<file path="src/rtl/pcie_rr_dispatcher.sv">
// Round-robin dispatcher: moves one word at a time from the shared ingress FIFO into one of NUM_CH
// per-channel FIFOs. Define PCIE_RR_DISPATCH_STRICT_EN for strict in-order channel rotation.
module pcie_rr_dispatcher #(
  parameter int NUM_CH    = 4,
  parameter int DATA_W    = 12,
  parameter int EXTRA_GAP = 0
) (
  input  logic                      clk,
  input  logic                      reset,
  input  logic                      enable,
  input  logic                      fifo_empty,
  input  logic [DATA_W-1:0]         data_in,
  input  logic [NUM_CH-1:0]         almost_full,
  output logic                      pop,
  output logic [NUM_CH-1:0]         push,
  output logic [DATA_W-1:0]         data_out,
  output logic [$clog2(NUM_CH)-1:0] last_ch,
  output logic                      busy
);

  localparam int CH_W = $clog2(NUM_CH);
  localparam logic [CH_W:0] NUM_CH_EXT = (CH_W+1)'(NUM_CH);
  localparam logic [3:0] GAP_LOAD = (EXTRA_GAP > 0) ? 4'(EXTRA_GAP - 1) : 4'd0;

  typedef enum logic [1:0] {ARB, POP, CAP, GAP} state_t;

  state_t              state_q, state_d;
  logic [CH_W-1:0]     ptr_q, ptr_d;
  logic [CH_W-1:0]     grant_q, grant_d;
  logic [3:0]          gap_q, gap_d;
  logic                pop_d;
  logic [NUM_CH-1:0]   push_d;
  logic [DATA_W-1:0]   data_d;
  logic [CH_W-1:0]     last_d;

  logic [NUM_CH-1:0]   eligible;
  logic [2*NUM_CH-1:0] dbl;
  logic [NUM_CH-1:0]   rot;
  logic [CH_W-1:0]     off;
  logic [CH_W:0]       sum;
  logic [CH_W-1:0]     sel;
  logic                any_eligible;

  always_comb begin
    eligible = '0;
`ifdef PCIE_RR_DISPATCH_STRICT_EN
    eligible[ptr_q] = ~almost_full[ptr_q];
`else
    eligible = ~almost_full;
`endif
  end

  // Rotate so bit 0 is channel ptr, take the lowest set bit, then map the offset back modulo NUM_CH.
  always_comb begin
    dbl = {eligible, eligible} >> ptr_q;
    rot = dbl[NUM_CH-1:0];
    off = '0;
    for (int j = NUM_CH - 1; j >= 0; j--) begin
      if (rot[j]) off = CH_W'(j);
    end
    sum = {1'b0, ptr_q} + {1'b0, off};
    if (sum >= NUM_CH_EXT) sum = sum - NUM_CH_EXT;
    sel = sum[CH_W-1:0];
    any_eligible = |rot;
  end

  always_comb begin
    state_d = state_q;
    ptr_d   = ptr_q;
    grant_d = grant_q;
    gap_d   = gap_q;
    pop_d   = 1'b0;
    push_d  = '0;
    data_d  = data_out;
    last_d  = last_ch;
    case (state_q)
      ARB: begin
        if (enable && !fifo_empty && any_eligible) begin
          grant_d = sel;
          pop_d   = 1'b1;
          state_d = POP;
        end
      end
      POP: state_d = CAP;
      CAP: begin
        data_d = data_in;
        push_d = NUM_CH'(1) << grant_q;
        last_d = grant_q;
        ptr_d  = (grant_q == CH_W'(NUM_CH - 1)) ? '0 : grant_q + CH_W'(1);
        if (EXTRA_GAP > 0) begin
          state_d = GAP;
          gap_d   = GAP_LOAD;
        end else begin
          state_d = ARB;
        end
      end
      GAP: begin
        if (gap_q == 4'd0) state_d = ARB;
        else               gap_d   = gap_q - 4'd1;
      end
      default: state_d = ARB;
    endcase
  end

  // A reset mid-word simply drops the word; it was already taken from the upstream FIFO.
  always_ff @(posedge clk or posedge reset) begin
    if (reset) begin
      state_q  <= ARB;
      ptr_q    <= '0;
      grant_q  <= '0;
      gap_q    <= '0;
      pop      <= 1'b0;
      push     <= '0;
      data_out <= '0;
      last_ch  <= '0;
    end else begin
      state_q  <= state_d;
      ptr_q    <= ptr_d;
      grant_q  <= grant_d;
      gap_q    <= gap_d;
      pop      <= pop_d;
      push     <= push_d;
      data_out <= data_d;
      last_ch  <= last_d;
    end
  end

  assign busy = (state_q != ARB);

endmodule

</file>
<file path="config.mk">
export PLATFORM = sky130hd
export DESIGN_NAME = pcie_rr_dispatcher
export DESIGN_NICKNAME = d
export VERILOG_FILES = /design/src/rtl/pcie_rr_dispatcher.sv
export SDC_FILE = /design/constraint.sdc
export NUM_CORES = 1
export LEC_CHECK = 0
export CORE_UTILIZATION = 49
export DETAILED_ROUTE_END_ITERATION = 10
export PLACE_DENSITY = 0.86
export SLEW_MARGIN = 20
export SYNTH_ARGS = -nofsm -noshare
export SYNTH_HDL_FRONTEND = slang
export SYNTH_SLANG_ARGS = --single-unit
</file>
<file path="constraint.sdc">
create_clock -name clk -period 2.9 [get_ports clk]
set_input_delay 0.435 -clock clk [delete_from_list [all_inputs] [get_ports clk]]
set_output_delay 0.435 -clock clk [all_outputs]
set_load 0.05 [all_outputs]
</file>
## After elaboration in Yosys (flattened, before gate mapping)

Index checks and enable logic that the tools add are counted.

| operators by class | value |
|---|---|
| $add $sub $neg | 4 |
| $lt $le $gt $ge | 1 |
| equal/unequal tests | 6 |
| shift operators | 2 |
| multiplexer cells | 12 |
| bitwise gates (word level) | 2 |
| reduce and logical (&&, ||, !) cells | 10 |

Operator list:

| kind | number |
|---|---|
| $mux 2 | 8 |
| $pmux 2 s4 | 1 |
| $shr 8x2->4 | 1 |
| $eq 2x2->1 const B | 3 |
| $reduce_and 2->1 | 3 |
| $logic_not 4->1 | 1 |
| $mux 4 | 1 |
| $ne 2x2->1 const B | 2 |
| $not 4->4 | 1 |
| $reduce_or 4->1 | 1 |
| $shl 1x2->4 const A | 1 |
| $sub 4x1->4 const B | 1 |
| $add 2x2->3 | 1 |
| $ge 3x3->1 const B | 1 |
| $add 2x1->2 const B | 1 |
| $eq 2x1->1 const B | 1 |
| $logic_and 1x1->1 | 2 |
| $logic_not 2->1 | 1 |
| $mux 1 | 2 |
| $reduce_bool 2->1 | 1 |
| $sub 2x1->2 const B | 1 |
| $logic_not 1->1 | 1 |
| $not 1->1 | 1 |

| word-level totals | value |
|---|---|
| register bits | 29 |
| input bits | 20 |
| output and inout port bits | 20 |
| logic and storage cells | 45 |

## Longest topological paths before layout

Gate-level depths: netlist of run 1.

| depth | value |
|---|---|
| depth after elaboration | 9 |
| mapped depth | 9 |

## Worst setup path after synthesis of run 1

Ideal clock, no wire load.

| timing | value |
|---|---|
| path type | input to register |
| from | input almost_full[0] |
| to | register grant_q[1] |
| setup time | 0.127 ns |
| data arrival time | 1.647 ns |
| required time | 2.773 ns |
| slack | 1.126 ns |
| stages on the path | 8 |
| path buffers | 0 |
| cell sequence | nor3b_1 -> a311oi_1 -> a21oi_1 -> a221o_2 -> ha_1 -> xor2_1 -> xnor2_1 -> o21ai_1 |

| on the way | value |
|---|---|
| word-level cells in the longest chain between the ends | 9 |
| elaborated cells between the ends (all ways) | 13 |

RTL lines:

| item | line | source |
|---|---|---|
| start, declared | 13 | `input logic [NUM_CH-1:0] almost_full,` |
| $not 4->4 (*) | 49 | `eligible = ~almost_full;` |
| $shr 8x2->4 (*) | 55 | `dbl = {eligible, eligible} >> ptr_q;` |
| $mux 2 (4 in series) | 59 | `if (rot[j]) off = CH_W'(j);` |
| $add 2x2->3 | 61 | `sum = {1'b0, ptr_q} + {1'b0, off};` |
| $ge 3x3->1 or $sub 2x1->2 (tied branches) | 62 | `if (sum >= NUM_CH_EXT) sum = sum - NUM_CH_EXT;` |
| $mux 2 | 62 |  |
| end signal, assigned | 119 | `grant_q <= grant_d;` |
| end, declared | 29 | `logic [CH_W-1:0] grant_q, grant_d;` |

Every way passes the cells marked *; elsewhere a longest branch is shown, timed or not.
A chain may end at the register's enable or synchronous reset.

## Final worst setup path of run 1

| timing | value |
|---|---|
| from | register state_q[0] |
| to | output busy |

| on the way | value |
|---|---|
| word-level cells in the longest chain between the ends | 1 |

RTL lines:

| item | line | source |
|---|---|---|
| start, declared | 27 | `state_t state_q, state_d;` |
| start signal, assigned | 117 | `state_q <= state_d;` |
| $reduce_bool 2->1 | 128 | `assign busy = (state_q != ARB);` |
| end, declared | 18 | `output logic busy` |

No other way between the ends.

==> results of run 1 <==
-- per-layer routing --
metal / up-vias / GRT usage [%] / share of wire (%)
li1: 437 / - / -
met4: 0 / 11.5 / 1.8
met1: 447 / 20.6 / 40
met5: - / 0 / 0
met2: 23 / 37.2 / 54
met3: 5 / 4.52 / 4.3
-- where the power goes --
group,internal (W),switching (W)
registers,0.000501,0.0000900
logic,0.000288,0.000394
clock network,0.000114,0.000129
-- cell families after synthesis --
logic type      after synthesis
compound gates               10
fa+ha+maj                     6
xor+xnor                      5
simple gates                 22
buf+inv                      12
mux                          19
flops                        29
-- sequential cells by signal (all words and copies together) (netlist names) --
name      flops
pop           1
grant_q       2
last_ch       2
ptr_q         2
push          4
state_q       2
gap_q         4
data_out     12
-- cell type report --
| class | count | share of cell area, % |
|---|---|---|
| clock buffers | 7 | 3.06 |
| inverters | 9 | 1.87 |
| multi-input cells | 62 | 30.2 |
| flip-flops and latches | 29 | 40.3 |
| well taps | 30 | 2.08 |
| repair buffers | 41 | 22.5 |
-- path summary, 6_finish.rpt --
path / from / cells after the start / slack, ps / endpoint
worst max register to register: ptr_q[0] / 8 / 900 / grant_q[1]
worst min-delay path: gap_q[3] / 1 / 460 / gap_q[3]
worst min register to register: gap_q[3] / 1 / 460 / gap_q[3]
min in group asynchronous: reset / 3 / 500 / data_out[5]
worst max-delay path: state_q[0] / 2 / 690 / busy
max in group asynchronous: reset / 3 / 2130 / state_q[1]
-- synthesized netlist by cell type (2+ instances only) --
cell type	count	area share (%)
dfrtp_1	29	55
nand2_1	7	2.0
and2_1	4	1.9
nor2_1	4	1.1
a21oi_1	2	0.75
mux2_2	17	14
mux2i_1	2	1.5
ha_1	6	5.7
inv_1	9	2.5
xnor2_1	3	2.0
xor2_1	2	1.3
-- worst max-delay path, cell delays in order (launching register included) --
cell and delay [ps]:
dfrtp_1 450, or2_2 310, clkdlybuf4s50_1 700
-- per-stage QoR --
stage / total power [W] / util (%)
floorplan: 0.00107 / -
global placement: 0.00125 / 69.2
detailed placement: 0.00129 / 69.2
CTS: 0.00153 / 71.4
global route: 0.00160 / 71.4
finish: 0.00152 / 71.4
==> flow_metrics.py, run 1 <==
metrics = {
    "clock_network": {
        "tritoncts": "yes",
        "cts_buffers": 5,
        "cts_setup_buffers": 0,
        "clk_latency_ps": 320,
        "clockRootBuffer": "clkbuf_4",
        "cts.clk_slew.worst_paths_ps": 80,
        "cts_resized": 0,
        "htree_num_levels": 2,
        "cts_buffer_depth": 2,
        "ctsHoldBuffers": 0,
        "numClockSinks": 29,
    },
    "synth": {
        "synth_area_sq_mm": 0.00133,
        "syn_inst": 103,
        "synth-simple-area-share_pct": 9.99,
        "ys_ff_latch": 29,
        "syn_avg_cell_area_sq_um": 12.9,
        "synth_edf_count": 0,
        "async_flop_share_pct": 100,
        "yosysSeqAreaShare_pct": 54.7,
        "synthXorXnorAreaFrac_pct": 3.30,
        "synth_mux_area_share_pct": 15.9,
        "synth_ff_type": "dfrtp_1",
        "synth_fa_ha_area_share_pct": 5.66,
        "synth_cell_types": 29,
        "yosys_warnings": 0,
        "syn_nets": 129,
        "synth_compound_area_share_pct": 6.13,
        "synth_top_family_by_area": "multiplexers",
    },
    "run_status": {
        "status": "finished clean",
    },
    "final_layout": {
        "seq_area_sq_um": 726,
        "diodes": 0,
        "nFillCells": 182,
        "multiInputGateArea_sq_um": 544,
        "final_cells": 178,
        "final_cell_mix": "clkdlybuf4s50_1, dfrtp_1, mux2_2",
        "layout.nets": 174,
        "drive_gt1_share_pct": 21.6,
        "final_common_cell": "clkdlybuf4s50_1",
        "design_area_sq_mm": 0.00180,
        "synthToLayoutAreaGrowth_pct": 35.7,
    },
    "setup_path": {
        "criticalPathCategory": "register to output port",
        "cp-end-kind": "output port",
        "critPathMaxFanout": 6,
        "critPathLaunchType": "register",
        "crit_arrival_ps": 1770,
        "worstPathRequired_ps": 2470,
    },
    "floorplan": {
        "die_area_sq_mm": 0.00292,
        "dieHeight_um": 54.1,
        "core_area_sq_mm": 0.00252,
        "row_count": 18,
        "die_x_um": 54.1,
        "pin_count": 40,
        "initial_core_util_pct": 52.6,
    },
    "timing": {
        "setup_viol": 0,
        "slew_viol_final": 0,
        "holdWs_ps": 465,
        "tns_ps": 0,
        "timing.final.crit_share_pct": 76.2,
        "tightest_slew_ps": 520,
        "timing.final.ws_setup_ps": 692,
        "maxSlewHeadroom_pct": 65.2,
        "period_needed_ps": 2210,
        "skew_ps": 6.61,
        "rsz0062_at_grt": "no",
        "finalHoldViolations": 0,
        "fmax_mhz": 453,
    },
    "worst_hold_path": {
        "hold_class": "register to register",
    },
    "grt": {
        "grt_first_pass_wirelength_mm": 3.99,
        "antenna_found_initial": 0,
        "grt_max_degree": 30,
        "overflow": 0,
        "grt_usage_pct": 20.2,
        "grt_pass1_vias": 929,
    },
    "place": {
        "placedCellCount": 171,
        "gp_congestion": 0.749,
        "dpl_cell_area_sq_mm": 0.00175,
        "dpl.hpwl_mm": 1.98,
        "place_ws_ps": 421,
        "port_buffers": 39,
    },
    "pwr": {
        "power.density_mw_per_mm2": 842,
        "power_leakage_nw": 0.815,
        "vdd_drop_max_uv": 728,
    },
    "routing": {
        "vias": 912,
        "drtPass1Iterations": 4,
        "drt.antenna.violating_nets": 0,
        "viasPerCell": 5.12,
        "drc": 0,
        "routed_wirelength_mm": 2.54,
        "avgRoutedWirePerCell_um": 14.3,
        "drt_iter0_drc": 3,
    },
    "flow_run": {
        "drv_cap": 0,
    },
}
(Power assumes the default switching activity.)
==> run 2: changes to the inputs <==
Settings changed: CORE_UTILIZATION 49 to 41, PLACE_DENSITY 0.86 to 0.77.
Clock period 2.9 ns to 2 ns, I/O delays scaled along.
==> run 2 against run 1 <==
Utilization down 8.9 points. Routed wire length down 2.8%. Design area increased by 5.9%. Combinational power increased by 52%. Via count rose by 5.3%. Critical path depth is 7 higher. Total power up 56%. Final cell count rose by 13%. Clock-buffer cell count is the same. Non-clock buffer count up 8. Critical path type is now input port to register. Critical endpoint is now grant_q[1]. Largest cell class unchanged. Highest routed layer unchanged.
==> flow_metrics.py, run 2 (synthesis gave the netlist of run 1 again) <==
metrics = {
    "grt": {
        "grt_usage_pct": 17.3,
        "grt_first_pass_wirelength_mm": 4.20,
        "overflow": 0,
        "grt_pass1_vias": 978,
        "antenna_found_initial": 0,
        "grt_max_degree": 30,
    },
    "setup_path": {
        "worstPathRequired_ps": 2230,
        "critPathMaxFanout": 2,
        "cp-end-kind": "register",
        "crit_arrival_ps": 2110,
        "critPathLaunchType": "input port",
        "criticalPathCategory": "input port to register",
    },
    "timing": {
        "setup_viol": 0,
        "fmax_mhz": 530,
        "tightest_slew_ps": 514,
        "slew_viol_final": 0,
        "finalHoldViolations": 0,
        "period_needed_ps": 1890,
        "skew_ps": 8.02,
        "rsz0062_at_grt": "no",
        "timing.final.ws_setup_ps": 114,
        "timing.final.crit_share_pct": 94.3,
        "maxSlewHeadroom_pct": 65.6,
    },
    "routing": {
        "routed_wirelength_mm": 2.47,
        "drc": 0,
        "viasPerCell": 4.78,
        "drt.antenna.violating_nets": 0,
        "drt_iter0_drc": 12,
        "drtPass1Iterations": 3,
        "avgRoutedWirePerCell_um": 12.3,
        "vias": 960,
    },
    "place": {
        "port_buffers": 39,
        "placedCellCount": 193,
        "gp_congestion": 0.664,
        "dpl.hpwl_mm": 1.91,
        "place_ws_ps": -250,
        "dpl_cell_area_sq_mm": 0.00182,
    },
    "clock_network": {
        "cts_resized": 1,
        "cts_buffer_depth": 2,
        "cts.clk_slew.worst_paths_ps": 90,
        "cts_buffers": 5,
        "htree_num_levels": 2,
        "cts_setup_buffers": 0,
        "numClockSinks": 29,
        "tritoncts": "yes",
        "clockRootBuffer": "clkbuf_4",
        "clk_latency_ps": 330,
        "ctsHoldBuffers": 0,
    },
    "final_layout": {
        "synthToLayoutAreaGrowth_pct": 43.7,
        "design_area_sq_mm": 0.00191,
        "largest_reg_flops": 12,
        "final_cell_mix": "clkdlybuf4s50_1, dfrtp_1, mux2_2",
        "layout.nets": 182,
        "final_cells": 201,
        "largest_registers": "data_out (12), gap_q (4), push (4)",
        "diodes": 0,
        "regMostFlops": "data_out",
        "final_common_cell": "clkdlybuf4s50_1",
        "drive_gt1_share_pct": 26.1,
    },
    "pwr": {
        "vdd_drop_max_uv": 432,
        "power_leakage_nw": 0.870,
        "power.density_mw_per_mm2": 1240,
    },
    "floorplan": {
        "pin_count": 40,
        "initial_core_util_pct": 43.5,
        "core_area_sq_mm": 0.00305,
        "dieHeight_um": 58.9,
        "die_area_sq_mm": 0.00347,
        "die_x_um": 58.9,
        "row_count": 20,
    },
    "run_status": {
        "status": "finished clean",
    },
    "worst_hold_path": {
        "hold_class": "input port to asynchronous set/reset pin",
    },
    "flow_run": {
        "drv_cap": 0,
    },
}
[run 2: cell count changes in the layout (fill, tap and decap cells not counted), sizes merged]
cell / before / now
dlygate4sd2: 0 / 1
clkdlybuf4s50: 39 / 38
buf: 2 / 10
bufinv: 0 / 1
[run 2: critical path, cell delays in order]
cell	delay, ps
clkdlybuf4s50_1	420
nor3b_1	150
a311oi_1	300
a21oi_1	80
a221o_2	310
ha_1	190
xor2_1	160
xnor2_1	130
o21ai_1	70
[run 2: report_power, final]
part | leakage [nW] | internal (W) | switching [W]
Clock | 0.0455 | 0.000298 | 0.000201
Sequential | 0.364 | 0.000727 | 0.000102
Combinational | 0.461 | 0.000445 | 0.000598
[run 2: layer usage]
metal / wire length (um) / global-route usage, % / vias to the layer above
met4: 65 / 10.9 / 0
met1: 1010 / 17.8 / 458
met2: 1220 / 29.7 / 39
li1: - / - / 457
met5: 0 / 0 / -
met3: 167 / 6.15 / 6
[run 2: worst paths after layout]
| check | end | start | cells after the start | slack (ps) |
|---|---|---|---|---|
| setup reg to reg | grant_q[1] | ptr_q[0] | 8 | 160 |
| setup / recovery | grant_q[1] | almost_full[0] | 9 | 110 |
| hold reg to reg | gap_q[3] | gap_q[3] | 1 | 490 |
| max in group asynchronous | last_ch[0] | reset | 3 | 1410 |
| hold / removal | data_out[2] | reset | 3 | 320 |
| min in group clk | gap_q[3] | gap_q[3] | 1 | 490 |
[run 2: stage by stage]
step                util, %  total power [W]  setup TNS, ps  hold slack (ps)
floorplan                 -          0.00155              0              378
global placement       59.8          0.00186           -180              460
detailed placement     59.8          0.00190           -473              479
CTS                    62.5          0.00240              0              327
global route           62.5          0.00251              0              380
finish                 62.5          0.00237              0              321
[run 2: final cells by class]
| class | instances | area (sq um) |
|---|---|---|
| inverters | 9 | 33.8 |
| repair buffers | 49 | 464 |
| fillers | 268 | 1140 |
| well taps | 44 | 55.1 |
| clock buffers | 7 | 55.1 |
| flip-flops and latches | 29 | 726 |
| multi-input cells | 62 | 544 |
| clock inverters | 1 | 30.0 |
==> run 3: changes to the inputs <==
Settings changed: CAP_MARGIN from default to 20.
==> results of run 3 <==
The final DEF is identical to that of run 2; final timing and power are the same.
